--- config.mk ---
export PLATFORM = sky130hd
export DESIGN_NAME = iob2axi_rd_burst
export DESIGN_NICKNAME = d
export VERILOG_FILES = /design/src/rtl/iob2axi_rd_burst_pkg.sv /design/src/rtl/iob2axi_burst_calc.sv /design/src/rtl/iob2axi_rd_burst.sv
export SDC_FILE = /design/constraint.sdc
export NUM_CORES = 1
export LEC_CHECK = 0
export CORE_UTILIZATION = 44
export DETAILED_ROUTE_END_ITERATION = 12
export PLACE_DENSITY_LB_ADDON = 0.05
export SLEW_MARGIN = 20
export SYNTH_ARGS = -nofsm -noshare
export SYNTH_HDL_FRONTEND = slang
export SYNTH_SLANG_ARGS = --single-unit
--- constraint.sdc ---
create_clock -name clk -period 5 [get_ports clk]
set_input_delay 1.25 -clock clk [delete_from_list [all_inputs] [get_ports clk]]
set_output_delay 1.25 -clock clk [all_outputs]
set_load 0.01 [all_outputs]
--- src/rtl/iob2axi_rd_burst_pkg.sv ---
// Shared AXI4 read-channel constants and FSM state encoding for iob2axi_rd_burst.
package iob2axi_rd_burst_pkg;

    localparam int AXI_LEN_W   = 8;
    localparam int AXI_ID_W    = 1;
    localparam int BOUNDARY_4K = 4096;

    localparam logic [1:0] AXI_BURST_INCR  = 2'b01;
    localparam logic [3:0] AXI_CACHE_MODIF = 4'b0010;
    localparam logic [2:0] AXI_PROT_NS     = 3'b010;

    typedef enum logic [1:0] {
        ST_IDLE,
        ST_ADDR,
        ST_DATA
    } state_t;

endpackage

--- src/rtl/iob2axi_burst_calc.sv ---
// Combinational burst sizing: the largest INCR burst that fits the remaining words,
// the MAX_BURST_LEN limit and the distance to the next 4 KB boundary.
module iob2axi_burst_calc
    import iob2axi_rd_burst_pkg::*;
#(
    parameter int ADDR_W        = 32,
    parameter int DATA_W        = 32,
    parameter int LEN_W         = 16,
    parameter int MAX_BURST_LEN = 16
) (
    input  logic [ADDR_W-1:0]    cur_addr,
    input  logic [LEN_W-1:0]     remaining,
    output logic [AXI_LEN_W-1:0] arlen
);

    localparam int SZ = $clog2(DATA_W / 8);
    localparam int CW = (LEN_W > 13) ? LEN_W : 13;

    logic [12:0]   bytes_to_4k;
    logic [CW-1:0] words_to_4k;
    logic [CW-1:0] rem_w;
    logic [CW-1:0] blen;
    logic [8:0]    blen9;
    logic          unused_high_addr;

    assign unused_high_addr = ^cur_addr[ADDR_W-1:12];

    // 13 bits so an aligned address yields the full 4096 bytes rather than 0.
    assign bytes_to_4k = 13'(BOUNDARY_4K) - {1'b0, cur_addr[11:0]};
    assign words_to_4k = CW'(bytes_to_4k >> SZ);
    assign rem_w       = CW'(remaining);

    always_comb begin
        blen = CW'(MAX_BURST_LEN);
        if (rem_w < blen)       blen = rem_w;
        if (words_to_4k < blen) blen = words_to_4k;
    end

    assign blen9 = 9'(blen);
    assign arlen = AXI_LEN_W'(blen9 - 9'd1);

endmodule

--- src/rtl/iob2axi_rd_burst.sv ---
// AXI4 read master that streams an arbitrary-length transfer into the native write port.
// Define IOB2AXI_RD_ABORT_EN to stop issuing bursts after the first read error.
module iob2axi_rd_burst
    import iob2axi_rd_burst_pkg::*;
#(
    parameter int ADDR_W        = 32,
    parameter int DATA_W        = 32,
    parameter int LEN_W         = 16,
    parameter int MAX_BURST_LEN = 16
) (
    input  logic                  clk,
    input  logic                  rst_n,
    input  logic                  run,
    input  logic [ADDR_W-1:0]     addr,
    input  logic [LEN_W-1:0]      length,
    output logic                  ready,
    output logic                  error,
    output logic                  m_valid,
    output logic [ADDR_W-1:0]     m_addr,
    output logic [DATA_W-1:0]     m_wdata,
    output logic [DATA_W/8-1:0]   m_wstrb,
    input  logic                  m_ready,
    output logic [AXI_ID_W-1:0]   m_axi_arid,
    output logic [ADDR_W-1:0]     m_axi_araddr,
    output logic [AXI_LEN_W-1:0]  m_axi_arlen,
    output logic [2:0]            m_axi_arsize,
    output logic [1:0]            m_axi_arburst,
    output logic                  m_axi_arlock,
    output logic [3:0]            m_axi_arcache,
    output logic [2:0]            m_axi_arprot,
    output logic [3:0]            m_axi_arqos,
    output logic                  m_axi_arvalid,
    input  logic                  m_axi_arready,
    input  logic [AXI_ID_W-1:0]   m_axi_rid,
    input  logic [DATA_W-1:0]     m_axi_rdata,
    input  logic [1:0]            m_axi_rresp,
    input  logic                  m_axi_rlast,
    input  logic                  m_axi_rvalid,
    output logic                  m_axi_rready
);

    localparam int                BYTES     = DATA_W / 8;
    localparam int                SZ        = $clog2(BYTES);
    localparam logic [ADDR_W-1:0] WORD_MASK = ~ADDR_W'(BYTES - 1);
`ifdef IOB2AXI_RD_ABORT_EN
    localparam logic ABORT_EN = 1'b1;
`else
    localparam logic ABORT_EN = 1'b0;
`endif

    state_t                state, state_nxt;
    logic [ADDR_W-1:0]     cur_addr;
    logic [LEN_W-1:0]      remaining, remaining_nxt;
    logic [AXI_LEN_W-1:0]  arlen_calc, arlen_q, beat_cnt;
    logic                  drain, r_hs, last_beat, beat_err, unused_rid;

    iob2axi_burst_calc #(
        .ADDR_W        (ADDR_W),
        .DATA_W        (DATA_W),
        .LEN_W         (LEN_W),
        .MAX_BURST_LEN (MAX_BURST_LEN)
    ) u_burst_calc (
        .cur_addr  (cur_addr),
        .remaining (remaining),
        .arlen     (arlen_calc)
    );

    // After an error in abort mode the burst is drained: accept beats without forwarding them.
    assign drain         = ABORT_EN & error;
    assign m_axi_rready  = (state == ST_DATA) && (drain || !m_valid || m_ready);
    assign r_hs          = m_axi_rvalid && m_axi_rready;
    assign last_beat     = (beat_cnt == arlen_q);
    assign beat_err      = (m_axi_rresp != 2'b00) || (m_axi_rlast != last_beat);
    assign remaining_nxt = remaining - (LEN_W'(arlen_q) + LEN_W'(1));
    assign unused_rid    = ^m_axi_rid;

    assign m_wstrb       = '1;
    assign m_axi_arid    = '0;
    assign m_axi_araddr  = cur_addr;
    assign m_axi_arlen   = arlen_calc;
    assign m_axi_arsize  = 3'(SZ);
    assign m_axi_arburst = AXI_BURST_INCR;
    assign m_axi_arlock  = 1'b0;
    assign m_axi_arcache = AXI_CACHE_MODIF;
    assign m_axi_arprot  = AXI_PROT_NS;
    assign m_axi_arqos   = '0;

    always_ff @(posedge clk or negedge rst_n) begin
        if (!rst_n) state <= ST_IDLE;
        else        state <= state_nxt;
    end

    always_comb begin
        state_nxt     = state;
        ready         = 1'b0;
        m_axi_arvalid = 1'b0;
        unique case (state)
            ST_IDLE: begin
                ready = !m_valid;
                if (run && !m_valid && (length != '0)) state_nxt = ST_ADDR;
            end
            ST_ADDR: begin
                m_axi_arvalid = 1'b1;
                if (m_axi_arready) state_nxt = ST_DATA;
            end
            ST_DATA: begin
                if (r_hs && last_beat) begin
                    if ((remaining_nxt == '0) || (ABORT_EN && (error || beat_err)))
                        state_nxt = ST_IDLE;
                    else
                        state_nxt = ST_ADDR;
                end
            end
            default: state_nxt = ST_IDLE;
        endcase
    end

    // NOTE: the output data register is reset along with the control state so m_addr/m_wdata are never X.
    always_ff @(posedge clk or negedge rst_n) begin
        if (!rst_n) begin
            cur_addr  <= '0;
            remaining <= '0;
            arlen_q   <= '0;
            beat_cnt  <= '0;
            error     <= 1'b0;
            m_valid   <= 1'b0;
            m_addr    <= '0;
            m_wdata   <= '0;
        end else begin
            if (m_valid && m_ready) m_valid <= 1'b0;
            case (state)
                ST_IDLE: begin
                    if (run && ready) begin
                        error <= 1'b0;
                        if (length != '0) begin
                            cur_addr  <= addr & WORD_MASK;
                            remaining <= length;
                        end
                    end
                end
                ST_ADDR: begin
                    if (m_axi_arready) begin
                        arlen_q  <= arlen_calc;
                        beat_cnt <= '0;
                    end
                end
                ST_DATA: begin
                    if (r_hs) begin
                        if (!drain) begin
                            m_valid <= 1'b1;
                            m_wdata <= m_axi_rdata;
                            m_addr  <= cur_addr;
                        end
                        cur_addr <= cur_addr + ADDR_W'(BYTES);
                        error    <= error | beat_err;
                        beat_cnt <= beat_cnt + AXI_LEN_W'(1);
                        if (last_beat) remaining <= remaining_nxt;
                    end
                end
                default: ;
            endcase
        end
    end

endmodule

==> impl_metrics.toml <==
[outcome]
status = "finished with violations"
violations = "setup timing"

[power_and_ir_drop]
power.total_mw = 7.46
p_leak_nw = 4.66
peakVddDrop_mv = 0.303
pwr_density_cell_mw_per_mm2 = 700

[clock_network]
path_clk_slew_ns = 0.06
cts.sinks = 128
numCtsBuffers = 17
clock-root-buffer = "clkbuf_16"
clock_latency_ns = 0.42
cts_tree = "done"
htree_levels = 4
cts_max_path_buffers = 2

[global_routing]
antenna_found_initial = 0
use_met2_pct = 38.8
grt_pass1_wl_um = 36200
gr-usage-met1_pct = 37.1
grtUsageMet3_pct = 6.36
grt_pass1_vias = 6874
grtUsageTotal_pct = 26.1
grt-ovfl-total = 0
grt.busiest_layer = "met2"
grt_max_degree = 69

[setup_path]
critPathArrivalTime_ns = 3.90
critPathLaunch = "m_axi_araddr[7]"
worst_path_largest_cell_delay_ns = 0.57
required_ns = 3.75
crit_chain = "or4_4, nor4_4, nand3_1, xor2_1, ha_1, nand3_2, nand2_2, o31ai_4, a41oi_4, mux2_4, ha_4, buf_6, nand3_2, o21ai_0, mux2_4, buf_6"
r2r_end = "arlen_q[2]"
critPathTopFamily = "simple AND/OR/NAND/NOR gates"
r2r_cells = 17
r2r-start = "m_axi_araddr[7]"
crit_fanout = 3
cp-endpoint = "m_axi_arlen[4]"
crit_path_end_kind = "output port"
crit_path_start_kind = "register"
rrSetupSlack_ns = 1.03
path_class = "register to output port"
cp_num_buf_inv = 2
cp.depth = 16
critPathSlowestCell = "or4_4"

[floorplanning]
rows = 47
ioPinCount = 221
die_area_mm2 = 0.0176
core_mm2 = 0.0166
die_x_um = 133
die_h_um = 133
initial_core_util_pct = 45.1

[sta]
fmaxAchievable_mhz = 194
fin_ws_ns = -0.148
max_slew_margin_pct = 28.8
min_period_ns = 5.15
grt_setup_unrepaired = "yes"
worstMarginPinSlew_ns = 1.07
skew_ns = 0.00897
drv_slew = 0
hold_viol_final = 0
setup_viol_count_final = 2
finalCritPeriodShare_pct = 103
whs_ns = 0.472

[layout]
diodes = 0
fin_util_pct = 64.0
syn2layout_area_growth_pct = 42.0
layout.cells.non_filler = 1375
final_cell_area_mm2 = 0.0107
fill_cells = 1427
nets = 1256
final_layout_size_suffix_gt1_share_pct = 12.8

[synthesis]
synth_simple_gate_area_share_pct = 24.0
synth_seq_area_share_pct = 42.7
synth_top_area_share_pct = 42.7
synth_area_leaders = "dfrtp_1 (43%), nand2_1 (12%), o21ai_0 (4.3%)"
synth_edf_count = 0
yosys.area_share.adder_pct = 4.10
yosys.area.top_type = "dfrtp_1"
synth_compound_area_share_pct = 17.5
yosys-top-cells-count = "nand2_1 (233), dfrtp_1 (128), o21ai_0 (64), a21oi_1 (60), nor2_1 (56)"
ys_warn_count = 0
synth_top_family_by_area = "simple AND/OR/NAND/NOR gates"
synthArstFlopShare_pct = 100
netlist_area_mm2 = 0.00751
synth_ff_type = "dfrtp_1"
synth_most_common_cell = "nand2_1"
syn_area_per_cell_um2 = 8.20
syn_inst = 915
synth_seq_cells = 128
yosys.area_share.xor_xnor_pct = 3.97
ys_types = 60
synthMuxAreaShare_pct = 1.00

[routing]
drt.antenna.violating_nets = 0
drt_iter0_drc = 426
drt_pass1_iterations = 5
viasPerCell = 5.32
wire_per_inst_um = 16.3
drc_errors = 0
drt-total-wl_um = 22400
vias = 7318

[hold_path]
min_path_type = "register to register"

[placed_design]
place_area_mm2 = 0.00989
port_buffers = 191
hpwl_um = 15900
globalplace.congestion = 0.890
place_inst = 1334

[run]
maxCapViolCount = 0
[power by group]
part	internal, mW	switching, mW	total, mW
registers	1.51	0.401	1.91
logic	2.07	2.29	4.35
clock network	0.689	0.505	1.19
[state kept, by name, summed over array words and instances (netlist names), 2 cells and up]
| name | cells |
|---|---|
| m_axi_araddr | 30 |
| arlen_q | 8 |
| m_wdata | 32 |
| beat_cnt | 8 |
| state | 2 |
| m_addr | 30 |
| remaining | 16 |
[tightest hold or removal path, cell delays in order (launching register included)]
cell	delay, ns
dfrtp_1	0.34
nand2_1	0.05
nand2_1	0.05
[cell families after synthesis]
family,Yosys count
other cells,2
compound gates,215
xor+xnor,34
flops,128
buf+inv,103
simple gates,402
mux,7
fa+ha+maj,24
[cell usage in the layout (no fill, tap or decap), types with 17 or more instances in the layout]
cell / instances
inv_1: 24
o21ai_0: 61
xnor2_1: 24
o22ai_1: 20
ha_1: 21
dfrtp_1: 128
nor2_1: 51
nand3_1: 22
nand2_1: 232
buf_4: 63
clkdlybuf4s50_1: 182
clkbuf_16: 17
a21oi_1: 56
conb_1: 32
[worst min path at each step]
stage | startpoint | endpoint | slack [ns] | cells past startpoint
floorplan | remaining[6] | remaining[6] | 0.48 | 2
global placement | m_wdata[7] | m_wdata[7] | 0.46 | 2
detailed placement | m_wdata[0] | m_wdata[0] | 0.46 | 2
CTS | m_addr[15] | m_addr[15] | 0.48 | 2
global route | m_wdata[0] | m_wdata[0] | 0.49 | 2
finish | m_addr[15] | m_addr[15] | 0.47 | 2
[area by class of cell]
type                       instances  area [um2]  area share, %
tap                              220         275           2.58
timing repair buffer             257        2410           22.6
sequential                       128        3200           30.1
inverter                          24        90.1          0.845
multi-input combinational        714        4120           38.6
clock inverter                    14         133           1.24
clock buffer                      18         429           4.03
[repair_timing]
item                                    in CTS  in global routing
gates resized for setup                     41                 14
hold buffers                                 0                  0
pin swaps                                   10                  1
endpoints found under the setup margin       6                  6
buffers inserted                             5                  5
endpoints found under the hold margin        0                  0
cloned                                       0                  0
[per-layer routing]
metal  wire, um  part of all wire [%]  vias up
met5          0                     0        -
met3       1530                   6.8       27
met4        371                   1.7        0
met1      10700                    48     3444
li1           -                     -     3584
met2       9870                    44      263
[stage by stage]
stage	worst slack, ns	TNS, ns
detailed placement	-0.204	-0.376
global route	-0.349	-0.832
floorplan	0.00973	0
global placement	-0.169	-0.324
CTS	-0.0871	-0.122
finish	-0.148	-0.198
Power figures use the tool's default switching activity.
